$ cat src/rtl/pad_vib_sched_pkg.sv
// ============================================================================
// pad_vib_sched_pkg : shared types and defaults for the pad vibration scheduler
// Revision: 1.0
// ============================================================================
`default_nettype none

package pad_vib_sched_pkg;

    // Storage width of the frames field. The scheduler's DUR_W must not exceed this.
    localparam int         VIB_FRAMES_W         = 16;
    localparam logic [7:0] RUMBLE_LEVEL_DEFAULT = 8'hC0;

    typedef enum logic [1:0] {
        IDLE  = 2'd0,
        PULSE = 2'd1,
        GAP   = 2'd2
    } vib_state_t;

    typedef struct packed {
        logic [7:0]              strength;
        logic                    sub;
        logic [VIB_FRAMES_W-1:0] frames;
    } vib_pulse_t;

    function automatic logic [7:0] vib_max(input logic [7:0] a, input logic [7:0] b);
        return (a > b) ? a : b;
    endfunction

endpackage

`default_nettype wire

$ cat src/rtl/pad_vib_sched_if.sv
// ============================================================================
// pad_vib_sched_if : UI pulse request handshake and motor outputs
// Revision: 1.0
// ============================================================================
`default_nettype none

interface pad_vib_sched_if #(
    parameter int DUR_W = 8
);
    logic             ui_req;
    logic [7:0]       ui_strength;
    logic             ui_sub;
    logic [DUR_W-1:0] ui_frames;
    logic             ui_ack;
    logic             ui_full;
    logic             ui_active;
    logic [7:0]       vibrate;
    logic             vibrate_sub;

    modport master (
        output ui_req, ui_strength, ui_sub, ui_frames,
        input  ui_ack, ui_full, ui_active, vibrate, vibrate_sub
    );

    modport slave (
        input  ui_req, ui_strength, ui_sub, ui_frames,
        output ui_ack, ui_full, ui_active, vibrate, vibrate_sub
    );
endinterface

`default_nettype wire

$ cat src/rtl/pad_vib_sched_pulse_fifo.sv
// ============================================================================
// pad_vib_sched_pulse_fifo : synchronous FIFO of buffered UI pulse requests
// Revision: 1.0
// ============================================================================
`default_nettype none

module pad_vib_sched_pulse_fifo
    import pad_vib_sched_pkg::*;
#(
    parameter int QUEUE_DEPTH = 4
) (
    input  logic       clk,
    input  logic       reset,
    input  logic       push,
    input  logic       pop,
    input  logic       flush,
    input  vib_pulse_t push_data,
    output logic       full,
    output logic       empty,
    output vib_pulse_t head
);
    localparam int AW = $clog2(QUEUE_DEPTH);

    // Pointers carry one extra bit so full and empty stay distinguishable.
    logic [AW:0] wr_ptr;
    logic [AW:0] rd_ptr;
    logic [AW:0] count;
    logic        do_push;
    logic        do_pop;
    vib_pulse_t  mem [QUEUE_DEPTH];

    assign count   = wr_ptr - rd_ptr;
    assign full    = (count == (AW+1)'(QUEUE_DEPTH));
    assign empty   = (count == '0);
    assign do_push = push & ~full & ~flush;
    assign do_pop  = pop & ~empty & ~flush;
    assign head    = mem[rd_ptr[AW-1:0]];

    always_ff @(posedge clk or posedge reset) begin
        if (reset) begin
            wr_ptr <= '0;
            rd_ptr <= '0;
        end else if (flush) begin
            wr_ptr <= '0;
            rd_ptr <= '0;
        end else begin
            if (do_push) wr_ptr <= wr_ptr + (AW+1)'(1);
            if (do_pop)  rd_ptr <= rd_ptr + (AW+1)'(1);
        end
    end

    always_ff @(posedge clk) begin
        if (do_push) mem[wr_ptr[AW-1:0]] <= push_data;
    end

endmodule

`default_nettype wire

$ cat src/rtl/pad_vib_sched.sv
// ============================================================================
// pad_vib_sched : shares the pad motors between cart rumble and UI pulses,
//                 changing outputs only on poll-frame boundaries
// Revision: 1.0
// ============================================================================
`default_nettype none

module pad_vib_sched
    import pad_vib_sched_pkg::*;
#(
    parameter int         QUEUE_DEPTH  = 4,
    parameter int         DUR_W        = 8,
    parameter logic [7:0] RUMBLE_LEVEL = RUMBLE_LEVEL_DEFAULT
) (
    input  logic             clk,
    input  logic             reset,
    input  logic             frame_tick,
    input  logic             pad_connect,
    input  logic             cart_rumble,
    pad_vib_sched_if.slave   bus
);
    vib_state_t       state;
    logic [DUR_W-1:0] remaining;
    logic [7:0]       pulse_strength;
    logic             pulse_sub;
    logic             cart_level;
    logic             tick_d;
    logic [7:0]       vibrate_q;
    logic             vibrate_sub_q;
    logic             active_q;

    logic             fifo_full;
    logic             fifo_empty;
    logic             push;
    logic             pop;
    vib_pulse_t       push_data;
    vib_pulse_t       head;
    logic [DUR_W-1:0] load_remaining;

    // While disconnected every request is acked and dropped so nobody stalls.
    assign bus.ui_ack  = bus.ui_req & (~fifo_full | ~pad_connect);
    assign push        = bus.ui_req & ~fifo_full & pad_connect;
    assign pop         = pad_connect & frame_tick & ~fifo_empty &
                         ((state == IDLE) || (state == GAP));
    assign push_data   = '{strength: bus.ui_strength,
                           sub:      bus.ui_sub,
                           frames:   VIB_FRAMES_W'(bus.ui_frames)};

    // A zero-length request plays as a single frame.
    assign load_remaining = (head.frames == '0) ? '0
                                                : head.frames[DUR_W-1:0] - DUR_W'(1);

    pad_vib_sched_pulse_fifo #(
        .QUEUE_DEPTH (QUEUE_DEPTH)
    ) u_fifo (
        .clk       (clk),
        .reset     (reset),
        .push      (push),
        .pop       (pop),
        .flush     (~pad_connect),
        .push_data (push_data),
        .full      (fifo_full),
        .empty     (fifo_empty),
        .head      (head)
    );

    always_ff @(posedge clk or posedge reset) begin
        if (reset) begin
            state          <= IDLE;
            remaining      <= '0;
            pulse_strength <= 8'h00;
            pulse_sub      <= 1'b0;
            cart_level     <= 1'b0;
            tick_d         <= 1'b0;
            vibrate_q      <= 8'h00;
            vibrate_sub_q  <= 1'b0;
            active_q       <= 1'b0;
        end else if (!pad_connect) begin
            state          <= IDLE;
            remaining      <= '0;
            pulse_strength <= 8'h00;
            pulse_sub      <= 1'b0;
            cart_level     <= 1'b0;
            tick_d         <= 1'b0;
            vibrate_q      <= 8'h00;
            vibrate_sub_q  <= 1'b0;
            active_q       <= 1'b0;
        end else begin
            tick_d <= frame_tick;

            if (frame_tick) begin
                cart_level <= cart_rumble;
                case (state)
                    IDLE: begin
                        if (!fifo_empty) begin
                            pulse_strength <= head.strength;
                            pulse_sub      <= head.sub;
                            remaining      <= load_remaining;
                            state          <= PULSE;
                        end
                    end
                    PULSE: begin
                        if (remaining != '0) begin
                            remaining <= remaining - DUR_W'(1);
                        end else begin
                            state <= fifo_empty ? IDLE : GAP;
                        end
                    end
                    GAP: begin
                        if (!fifo_empty) begin
                            pulse_strength <= head.strength;
                            pulse_sub      <= head.sub;
                            remaining      <= load_remaining;
                            state          <= PULSE;
                        end else begin
                            state <= IDLE;
                        end
                    end
                    default: state <= IDLE;
                endcase
            end

            // Outputs follow the state one cycle after the tick.
            if (tick_d) begin
                vibrate_q     <= vib_max((state == PULSE) ? pulse_strength : 8'h00,
                                         cart_level ? RUMBLE_LEVEL : 8'h00);
                vibrate_sub_q <= pulse_sub & (state == PULSE);
                active_q      <= (state == PULSE);
            end
        end
    end

    assign bus.ui_full     = fifo_full;
    assign bus.ui_active   = active_q;
    assign bus.vibrate     = vibrate_q;
    assign bus.vibrate_sub = vibrate_sub_q;

endmodule

`default_nettype wire

$ cat src/flat_wrapper.sv
// flat-port wrapper written by rule: the top's interface ports become plain ports
module pad_vib_sched_flat import pad_vib_sched_pkg::*;
#(
    parameter int         QUEUE_DEPTH  = 4,
    parameter int         DUR_W        = 8,
    parameter logic [7:0] RUMBLE_LEVEL = RUMBLE_LEVEL_DEFAULT
)
  (clk, reset, frame_tick, pad_connect, cart_rumble, bus_ui_req, bus_ui_strength, bus_ui_sub, bus_ui_frames, bus_ui_ack, bus_ui_full, bus_ui_active, bus_vibrate, bus_vibrate_sub);
  pad_vib_sched_if #(.DUR_W(DUR_W)) bus_i ();
  input  logic clk;
  input  logic reset;
  input  logic frame_tick;
  input  logic pad_connect;
  input  logic cart_rumble;
  input wire logic [$bits(bus_i.ui_req)-1:0] bus_ui_req;
  input wire logic [$bits(bus_i.ui_strength)-1:0] bus_ui_strength;
  input wire logic [$bits(bus_i.ui_sub)-1:0] bus_ui_sub;
  input wire logic [$bits(bus_i.ui_frames)-1:0] bus_ui_frames;
  output wire logic [$bits(bus_i.ui_ack)-1:0] bus_ui_ack;
  output wire logic [$bits(bus_i.ui_full)-1:0] bus_ui_full;
  output wire logic [$bits(bus_i.ui_active)-1:0] bus_ui_active;
  output wire logic [$bits(bus_i.vibrate)-1:0] bus_vibrate;
  output wire logic [$bits(bus_i.vibrate_sub)-1:0] bus_vibrate_sub;
  assign bus_i.ui_req = bus_ui_req;
  assign bus_i.ui_strength = bus_ui_strength;
  assign bus_i.ui_sub = bus_ui_sub;
  assign bus_i.ui_frames = bus_ui_frames;
  assign bus_ui_ack = bus_i.ui_ack;
  assign bus_ui_full = bus_i.ui_full;
  assign bus_ui_active = bus_i.ui_active;
  assign bus_vibrate = bus_i.vibrate;
  assign bus_vibrate_sub = bus_i.vibrate_sub;
  pad_vib_sched #(.QUEUE_DEPTH(QUEUE_DEPTH), .DUR_W(DUR_W), .RUMBLE_LEVEL(RUMBLE_LEVEL)) u_core (.clk(clk), .reset(reset), .frame_tick(frame_tick), .pad_connect(pad_connect), .cart_rumble(cart_rumble), .bus(bus_i));
endmodule
$ cat config.mk
export PLATFORM = sky130hd
export DESIGN_NAME = pad_vib_sched_flat
export DESIGN_NICKNAME = d
export VERILOG_FILES = /design/src/rtl/pad_vib_sched_pkg.sv /design/src/rtl/pad_vib_sched_if.sv /design/src/rtl/pad_vib_sched_pulse_fifo.sv /design/src/rtl/pad_vib_sched.sv /design/src/flat_wrapper.sv
export SDC_FILE = /design/constraint.sdc
export NUM_CORES = 1
export LEC_CHECK = 0
export ABC_AREA = 1
export BUFFER_PORTS_ARGS = -buffer_cell sky130_fd_sc_hd__buf_2
export CORE_AREA = 2 2 128 130
export DETAILED_ROUTE_END_ITERATION = 10
export DIE_AREA = 0 0 130 132
export SYNTH_ARGS = -nofsm -noshare
export SYNTH_HDL_FRONTEND = slang
export SYNTH_HIERARCHICAL = 1
export SYNTH_SLANG_ARGS = --single-unit
$ cat constraint.sdc
create_clock -name clk -period 3.73 [get_ports clk]
set_input_delay 0.1865 -clock clk [delete_from_list [all_inputs] [get_ports clk]]
set_output_delay 0.1865 -clock clk [all_outputs]
set_load 0.02 [all_outputs]
==> results of run 1 <==
==> state kept, by name, indices dropped and copies added, names as in the netlist <==
register and flops:
u_core/bus.ui_active 1, u_core/bus.vibrate 8, u_core/bus.vibrate_sub 1, u_core/cart_level 1
u_core/pulse_strength 8, u_core/pulse_sub 1, u_core/remaining 8, u_core/state 2
u_core/tick_d 1, u_core/u_fifo/mem 100, u_core/u_fifo/rd_ptr 3, u_core/u_fifo/wr_ptr 3
==> power by group through the flow <==
stage | Sequential [W] | Combinational [W] | Clock [W]
2_1_floorplan | 0.00173 | 0.000196 | 0
3_3_place_gp | 0.00174 | 0.000262 | 0
3_5_place_dp | 0.00174 | 0.000269 | 0
4_1_cts | 0.00171 | 0.000286 | 0.00173
5_1_grt | 0.00172 | 0.000323 | 0.00180
6_report | 0.00171 | 0.000284 | 0.00169
==> per-layer routing <==
layer / track usage, % / up-vias / part of all wire [%]
li1: - / 2179 / -
met1: 20.7 / 2067 / 47
met2: 24.4 / 86 / 48
met3: 3.53 / 10 / 4.1
met4: 6.09 / 0 / 1.2
met5: 0 / - / 0
==> repair_timing <==
action,CTS,global route
endpoints found under the hold margin,102,0
gates resized for setup,0,0
hold buffers,18,0
==> stage by stage <==
stage / power (W) / instances / hold WS (ns) / setup slack, ns / cell area (µm²)
2_1_floorplan: 0.00193 / 616 / -0.0225 / 0.121 / 6270
3_3_place_gp: 0.00200 / 857 / 0.137 / 0.958 / 6680
3_5_place_dp: 0.00201 / 857 / 0.148 / 0.846 / 6680
4_1_cts: 0.00373 / 907 / 0.0139 / 0.829 / 7460
5_1_grt: 0.00384 / 907 / 0.0141 / 0.570 / 7460
6_report: 0.00369 / 907 / 0.0280 / 0.844 / 7460
==> worst paths after layout <==
kind                                    startpoint                  endpoint  slack (ns)  cells after the start
max                        u_core/u_fifo/wr_ptr[1]  u_core/u_fifo/mem[0][19]        0.84                      9
min                             bus_ui_strength[6]  u_core/u_fifo/mem[1][23]        0.03                      1
max reg2reg                u_core/u_fifo/wr_ptr[1]  u_core/u_fifo/mem[0][19]        0.84                      9
min reg2reg                  u_core/bus.vibrate[7]     u_core/bus.vibrate[7]        0.47                      2
max in group asynchronous                    reset       u_core/remaining[7]        3.01                      4
min in group asynchronous                    reset   u_core/u_fifo/wr_ptr[1]        0.26                      3
==> layout by cell type (no fill, tap or decap), types with 18 or more instances in the layout <==
cell,instances
o21ai_1,28
nand2_1,100
dfrtp_1,37
conb_1,32
nand3_1,32
nor2_1,90
o21ai_0,36
buf_2,34
edfxtp_1,100
dlygate4sd3_1,18
inv_1,39
o22ai_1,25
==> layout make-up <==
type	instances	area, µm²	share of cell area, %
sequential	137	3930	52.6
clock inverter	14	169	2.26
timing repair buffer	61	418	5.60
clock buffer	18	429	5.75
multi-input combinational	412	2050	27.5
inverter	49	196	2.63
tap	216	270	3.62
==> kinds of logic (layout without fill, tap and decap cells) <==
family / count (synthesis) / after routing / share of synthesized area (%)
XOR/XNOR: 3 / 3 / 0.427
flip-flops: 137 / 137 / 63.9
AND/OR/NAND/NOR: 256 / 256 / 17.9
other: 1 / 32 / 0.0610
AO/OA/AOI/OAI: 107 / 107 / 10.0
adder cells (fa/ha/maj): 14 / 14 / 2.85
buffers and inverters: 67 / 142 / 4.84
==> run_results.csv, run 1 <==
group,metric,value,unit
logic_synthesis,synthArstFlopShare,27.0,%
floorplanning,die_y,132,µm
clock_tree,h-tree-depth,4,
placement,port_buffers,34,
route,totalWireLength,12.6,mm
worst_setup_path,crit_arrival,2.96,ns
finish,n_antenna_cell,0,
logic_synthesis,ys_ff_latch,137,
route,drcViolationCount,0,
route,wl_per_cell,13.9,µm
global_routing,track_usage,15.5,%
global_routing,grt_pass1_vias,4100,
power_and_ir_drop,switching_share,23.3,%
floorplanning,initial_core_util,39.1,%
logic_synthesis,synth_top_cell_by_area,"edfxtp_1",
route,drtIter0Drc,313,
timing,finalCritPeriodShare,77.4,%
logic_synthesis,ys_seq_area_share,63.9,%
clock_tree,insertion_delay,0.42,ns
timing,rsz0062_at_grt,"false",
logic_synthesis,ys_types,31,
power_and_ir_drop,internal_power,0.00283,W
route,vias,4342,
worst_setup_path,cp_cell_sequence,"ha_1, a21oi_1, nand2_2, nand3_4, inv_1, nor3_1, nand3_2, nor2_2, buf_4",
timing,fin_setup_tns,0,ns
power_and_ir_drop,combPwrFrac,7.7,%
worst_setup_path,cp.required,3.80,ns
worst_setup_path,cp-start-kind,"flop",
logic_synthesis,yosys-top-cells-area,"edfxtp_1, dfrtp_1, nand2_1, nor2_1, o21ai_0",
power_and_ir_drop,power_frac_seq,46.4,%
clock_tree,cts-root-buf,"clkbuf_16",
global_routing,grt_pass1_wl,20.4,mm
route,firstDrtPassIters,4,
worst_setup_path,worstSetupPathType,"flop to flop",
worst_setup_path,slowest_stage,"nor3_1",
clock_tree,cts_made_buffers,17,
hold_path,min_path_type,"input port to flop",
logic_synthesis,yosysWarnings,6,
worst_setup_path,cp_num_buf_inv,2,
logic_synthesis,synth_top_area_share,48.8,%
placement,dp_hpwl,8.05,mm
finish,nNetsFinal,715,
logic_synthesis,avgSynthCellArea,10.5,µm²
finish,drive_above_1_share,15.3,%
worst_setup_path,crit_fanout,25,
finish,fin_util,47.5,%
timing,skew,0.0167,ns
global_routing,antenna_found_initial,0,
floorplanning,die_area,17200,µm²
route,viasPerCell,4.79,
worst_setup_path,max_stage_delay,0.54,ns
power_and_ir_drop,powerDensity,495,nW/µm²
clock_tree,tritoncts,"built",
floorplanning,rows,46,
floorplanning,io_pins,35,
logic_synthesis,synth_flop_cell,"edfxtp_1",
timing,post-route-min-period,2.89,ns
logic_synthesis,synthCells,585,
floorplanning,die_x,130,µm
timing,setup_viol,0,
timing,max_slew.worst_pin.slew,0.713,ns
worst_setup_path,endpoint_kind,"flop",
logic_synthesis,synth_common_cells,"edfxtp_1, nand2_1, nor2_1",
timing,hold_violations,0,
job,drv_cap,0,
clock_tree,cts_setup_buffers,0,
timing,slew_violations,0,
clock_tree,cts.sinks,137,
placement,place.gp.congestion,0.845,
floorplanning,fp.coreArea,15700,µm²
run_status,status,"finished clean",
route,ant_nets,0,
logic_synthesis,synthesis.area,6150,µm²
power_and_ir_drop,power_leakage,3.12,nW
global_routing,overflow,0,
power_and_ir_drop,ir_drop,0.453,mV
global_routing,grt_max_degree,54,
worst_setup_path,path_delay_family,"simple AND/OR/NAND/NOR gates",
power_and_ir_drop,p_switching,0.000859,W
timing,slew_headroom,52.4,%
power_and_ir_drop,clockPowerShare,45.9,%
finish,nFillCells,1435,
clock_tree,cts.clk_slew.worst_paths,0.06,ns
timing,clock.fmax,0.347,GHz
logic_synthesis,synth_edf_count,100,
clock_tree,cts.path.max_buffers,2,
finish,syn2layout_area_growth,21.3,%
No activity file was read; power rests on OpenSTA's default activity.
==> run 2: changes to the inputs <==
- ABC_AREA: 1 -> 0
- CORE_AREA: 2 2 128 130 -> 2 2 125 127
- DIE_AREA: 0 0 130 132 -> 0 0 127 129
- clock period: 3.73 -> 2.48 ns (I/O delays scaled with it)
==> run_results.csv, run 2 <==
group,metric,value,unit
run_status,status,"finished clean",
worst_setup_path,endpoint,"u_core/u_fifo/mem[0][14]",
logic_synthesis,yosys-top-cells-area,"edfxtp_1, dfrtp_1, mux4_2, ha_1, a22o_1",
clock_tree,cts.clk_slew.worst_paths,0.06,ns
logic_synthesis,synth_edf_count,100,
job,drv_cap,0,
timing,slew_headroom,64.4,%
logic_synthesis,synthCells,363,
placement,port_buffers,34,
floorplanning,io_pins,35,
clock_tree,cts.path.max_buffers,2,
route,drcViolationCount,0,
route,vias,3432,
finish,final_cell_mix,"edfxtp_1, dfrtp_1, buf_2, conb_1, mux4_2",
finish,layout.cells.non_filler,687,
clock_tree,insertion_delay,0.41,ns
worst_setup_path,worstSetupPathType,"flop to flop",
global_routing,grt_pass1_wl,18.3,mm
worst_setup_path,cp.required,2.59,ns
timing,finalCritPeriodShare,95.9,%
timing,hold_violations,0,
logic_synthesis,yosysWarnings,6,
global_routing,use_met2,23.9,%
finish,drive_above_1_share,31.1,%
power_and_ir_drop,power_leakage,2.91,nW
global_routing,antenna_found_initial,0,
finish,n_antenna_cell,0,
finish,syn2layout_area_growth,27.9,%
logic_synthesis,yosysMostFrequentCell,"edfxtp_1",
route,wl_per_cell,16.5,µm
finish,multiInputGateArea,2050,µm²
logic_synthesis,ys_seq_area_share,66.2,%
logic_synthesis,synthesis.area,5930,µm²
route,firstDrtPassIters,4,
floorplanning,initial_core_util,39.6,%
placement,dp.cells,636,
timing,skew,0.00679,ns
worst_setup_path,crit_arrival,2.49,ns
finish,mostFrequentLayoutCell,"edfxtp_1",
placement,placed_area,6810,µm²
power_and_ir_drop,ir_drop,0.548,mV
timing,post-route-min-period,2.38,ns
logic_synthesis,ys_types,68,
hold_path,min_path_type,"input port to flop",
global_routing,grt_pass1_vias,3505,
timing,rsz0062_at_grt,"false",
worst_setup_path,r2r_end,"u_core/u_fifo/mem[0][14]",
placement,place.gp.congestion,0.820,
power_and_ir_drop,powerDensity,704,nW/µm²
global_routing,grt_max_degree,32,
timing,fin_setup_tns,0,ns
power_and_ir_drop,total_power,0.00534,W
finish,fin_area,7590,µm²
clock_tree,cts-root-buf,"clkbuf_16",
floorplanning,rows,45,
route,drtIter0Drc,183,
finish,nFillCells,1235,
logic_synthesis,synth_common_cells,"edfxtp_1, dfrtp_1, mux4_2",
clock_tree,tritoncts,"built",
worst_setup_path,crit_fanout,15,
clock_tree,cts_made_buffers,17,
logic_synthesis,avgSynthCellArea,16.3,µm²
global_routing,grtUsageMet1,19.5,%
floorplanning,die_x,127,µm
worst_setup_path,endpoint_kind,"flop",
placement,dp_hpwl,7.95,mm
worst_setup_path,regToRegStartpoint,"u_core/u_fifo/rd_ptr[0]",
timing,slew_violations,0,
global_routing,overflow,0,
timing,setup_viol,0,
finish,register_area,3930,µm²
route,viasPerCell,5.00,
timing,holdWs,0.0700,ns
logic_synthesis,synth_top_cell_by_area,"edfxtp_1",
worst_setup_path,crit_start,"u_core/u_fifo/rd_ptr[0]",
logic_synthesis,synth_top_area_share,50.6,%
global_routing,busiest_layer,"met2",
finish,largest_register_ffs,100,
timing,clock.fmax,0.421,GHz
route,totalWireLength,11.3,mm
route,ant_nets,0,
finish,nNetsFinal,523,
clock_tree,cts_setup_buffers,0,
worst_setup_path,regToRegSetupSlack,0.10,ns
timing,max_slew.worst_pin.slew,0.530,ns
worst_setup_path,cp-start-kind,"flop",
clock_tree,cts.sinks,137,
floorplanning,fp.coreArea,15000,µm²
global_routing,track_usage,14.8,%
logic_synthesis,synthArstFlopShare,27.0,%
clock_tree,h-tree-depth,4,
logic_synthesis,ys_ff_latch,137,
floorplanning,die_area,16400,µm²
worst_setup_path,rr_worst_depth,9,
global_routing,met3_usage,3.83,%
floorplanning,die_y,129,µm
logic_synthesis,synth_flop_cell,"edfxtp_1",
[run 2: cell count changes after synthesis, sizes merged, moves of 6 or more]
cell   delta
inv      -29
nand2   -102
mux4     +25
nand3    -26
o21ai    -61
and2      +6
o22ai    -22
nor2     -80
nor2b     +9
a22o      +9
[run 2: worst min path at each step]
stage                startpoint                       to  cells past startpoint
floorplan                 reset  u_core/u_fifo/rd_ptr[0]                      1
global placement          reset  u_core/u_fifo/rd_ptr[2]                      2
detailed placement        reset  u_core/u_fifo/wr_ptr[2]                      2
CTS                  frame_tick            u_core/tick_d                      2
global route         frame_tick            u_core/tick_d                      2
finish              pad_connect    u_core/bus.vibrate[7]                      3
[run 2: repair_timing]
item                                    CTS  global route
endpoints found under the setup margin    1           105
hold buffers                             19             0
gates cloned                              0             0
gates resized for setup                   1             5
endpoints found under the hold margin   106             0
[run 2: cell families after synthesis]
| family | synth area share (%) |
|---|---|
| other cells | 0.0632 |
| fa+ha+maj | 2.95 |
| compound gates | 8.06 |
| flops | 66.2 |
| simple gates | 8.16 |
| xor+xnor | 1.18 |
| mux | 11.0 |
| buf+inv | 2.38 |
[run 2: routing by layer]
| metal | vias up | wire, µm |
|---|---|---|
| met2 | 56 | 5530 |
| met5 | - | 0 |
| met4 | 0 | 182 |
| met3 | 16 | 312 |
| li1 | 1647 | - |
| met1 | 1713 | 5310 |
[run 2: final cells by class]
cell class,instances,area share [%]
Clock buffer,18,5.66
Clock inverter,14,1.73
Inverter,19,0.940
Multi-Input combinational cell,224,27.0
Sequential cell,137,51.8
Tap cell,188,3.10
Timing Repair Buffer,87,9.76
[run 2: worst max-delay path, cell delays in order (launching register included)]
cell and delay [ns]:
dfrtp_2 0.44, ha_1 0.20, nor2b_4 0.14, xnor2_4 0.13
nor2b_4 0.14, nor3b_2 0.24, inv_2 0.09, a311oi_4 0.30
and2_4 0.25, buf_12 0.15
[run 2: through the flow]
step           setup slack, ns  util [%]
4_1_cts                 0.0334      50.5
2_1_floorplan          0.00513         -
6_report                 0.102      50.7
3_3_place_gp            0.0782      45.5
3_5_place_dp           -0.0265      45.5
5_1_grt                 0.0118      50.7
[run 2: power by group]
part	leakage, nW	internal, W	switching, W
sequential	1.41	0.00252	0.0000375
clock	0.270	0.00146	0.000887
combinational	1.23	0.000199	0.000239
total	2.91	0.00418	0.00116
==> run 3: changes to the inputs <==
--- a/constraint.sdc
+++ b/constraint.sdc
@@ -3,2 +3,2 @@
 set_output_delay 0.124 -clock clk [all_outputs]
-set_load 0.02 [all_outputs]
+set_load 0.01 [all_outputs]
==> run_results.csv, run 3 (same netlist as run 2, synthesis figures left out) <==
group,metric,value,unit
run_status,status,"finished clean",
floorplanning,io_pins,35,
power_and_ir_drop,power_leakage,2.89,nW
floorplanning,die_x,127,µm
placement,port_buffers,34,
clock_tree,cts.path.max_buffers,2,
floorplanning,die_y,129,µm
timing,slew_headroom,64.7,%
finish,nFillCells,1273,
finish,drive_above_1_share,31.7,%
global_routing,overflow,0,
worst_setup_path,worstSetupPathType,"flop to flop",
global_routing,grt_max_degree,32,
floorplanning,die_area,16400,µm²
placement,dp.cells,628,
clock_tree,cts.sinks,137,
finish,multiInputGateArea,2030,µm²
timing,skew,0.00730,ns
route,wl_per_cell,16.6,µm
clock_tree,tritoncts,"built",
global_routing,grt_pass1_vias,3530,
timing,fin_setup_tns,0,ns
worst_setup_path,crit_fanout,13,
timing,slew_violations,0,
global_routing,antenna_found_initial,0,
clock_tree,cts.clk_slew.worst_paths,0.06,ns
worst_setup_path,cp_cell_sequence,"ha_1, nor2b_4, xnor2_4, nor2b_4, nor3b_2, inv_2, a311oi_4, and2_4, buf_12",
global_routing,track_usage,15.5,%
finish,n_antenna_cell,0,
global_routing,grt_pass1_wl,18.9,mm
route,viasPerCell,4.99,
timing,hold_violations,0,
floorplanning,rows,45,
finish,final_cell_mix,"edfxtp_1, dfrtp_1, buf_2, conb_1, buf_4",
finish,nNetsFinal,525,
finish,mostFrequentLayoutCell,"edfxtp_1",
power_and_ir_drop,ir_drop,0.520,mV
worst_setup_path,cp.required,2.61,ns
worst_setup_path,endpoint_kind,"flop",
floorplanning,fp.coreArea,15000,µm²
route,vias,3437,
worst_setup_path,crit_arrival,2.54,ns
clock_tree,h-tree-depth,4,
route,drtIter0Drc,283,
route,firstDrtPassIters,4,
route,totalWireLength,11.5,mm
placement,place.gp.congestion,0.783,
job,drv_cap,0,
route,ant_nets,0,
timing,holdWs,0.0443,ns
hold_path,min_path_type,"input port to flop",
worst_setup_path,rr_worst_depth,9,
power_and_ir_drop,powerDensity,693,nW/µm²
worst_setup_path,max_stage_delay,0.45,ns
timing,max_slew.worst_pin.slew,0.525,ns
worst_setup_path,cp_common_cell,"nor2b_4",
timing,setup_viol,0,
clock_tree,insertion_delay,0.42,ns
finish,layout.cells.non_filler,689,
placement,dp_hpwl,7.63,mm
timing,finalCritPeriodShare,97.3,%
finish,fin_util,50.4,%
clock_tree,cts_made_buffers,17,
worst_setup_path,slowest_stage,"dfrtp_2",
timing,clock.fmax,0.414,GHz
route,drcViolationCount,0,
finish,syn2layout_area_growth,27.2,%
finish,register_area,3930,µm²
floorplanning,initial_core_util,39.6,%
finish,largest_register_ffs,100,
clock_tree,cts-root-buf,"clkbuf_16",
timing,post-route-min-period,2.41,ns
hold_path,holdPathStages,2,
worst_setup_path,cp-start-kind,"flop",
run 3: per-layer routing:
layer	vias to the layer above	wire (µm)	global-route usage, %
met5	-	0	0
met4	0	172	7.11
met3	13	390	4.03
met2	60	5630	24.1
met1	1715	5270	20.5
li1	1649	-	-
run 3: layout make-up:
cell class,count,area share [%]
clock inverters,14,1.33
well taps,188,3.12
multi-input cells,224,26.9
flip-flops and latches,137,52.1
clock buffers,18,5.69
repair buffers,89,9.96
inverters,19,0.945
run 3: stage by stage:
| step | power, W | setup WS [ns] | instance area [µm²] |
|---|---|---|---|
| global placement | 0.00298 | 0.111 | 6700 |
| finish | 0.00523 | 0.0660 | 7550 |
| floorplan | 0.00286 | 0.00801 | 6100 |
| CTS | 0.00528 | 0.0502 | 7430 |
| detailed placement | 0.00299 | -0.00992 | 6700 |
| global route | 0.00546 | -0.00263 | 7550 |
run 3: timing repair:
action,4_1_cts,5_1_grt
resized for setup,1,3
pin swaps,0,3
hold endpoints to repair,106,0
setup buffers,0,8
cloned,0,2
hold buffers,19,0
setup endpoints to repair,1,83
run 3: worst max-delay path, delay by kind of cell, from the launching register on:
family	cells	cell delay [ns]
AND/OR/NAND/NOR	4	0.75
flip-flops	1	0.45
AO/OA/AOI/OAI	1	0.35
buffers and inverters	2	0.24
adder cells (fa/ha/maj)	1	0.19
XOR/XNOR	1	0.13
run 3: where the power goes:
group          leakage [nW]  internal [W]  switching [W]  total (W)
Clock                 0.247       0.00128       0.000974    0.00225
Combinational          1.23      0.000198       0.000232   0.000430
Sequential             1.41       0.00252      0.0000360    0.00255
Total                  2.89       0.00399        0.00124    0.00523
run 3: path summary, 6_finish.rpt:
path / from / end / slack (ns)
max in group asynchronous: reset / u_core/tick_d / 1.83
min: frame_tick / u_core/tick_d / 0.04
max: u_core/u_fifo/rd_ptr[0] / u_core/u_fifo/mem[0][5] / 0.07
min reg2reg: u_core/bus.vibrate[2] / u_core/bus.vibrate[2] / 0.50
min in group asynchronous: reset / u_core/u_fifo/wr_ptr[0] / 0.20
max reg2reg: u_core/u_fifo/rd_ptr[0] / u_core/u_fifo/mem[0][5] / 0.07
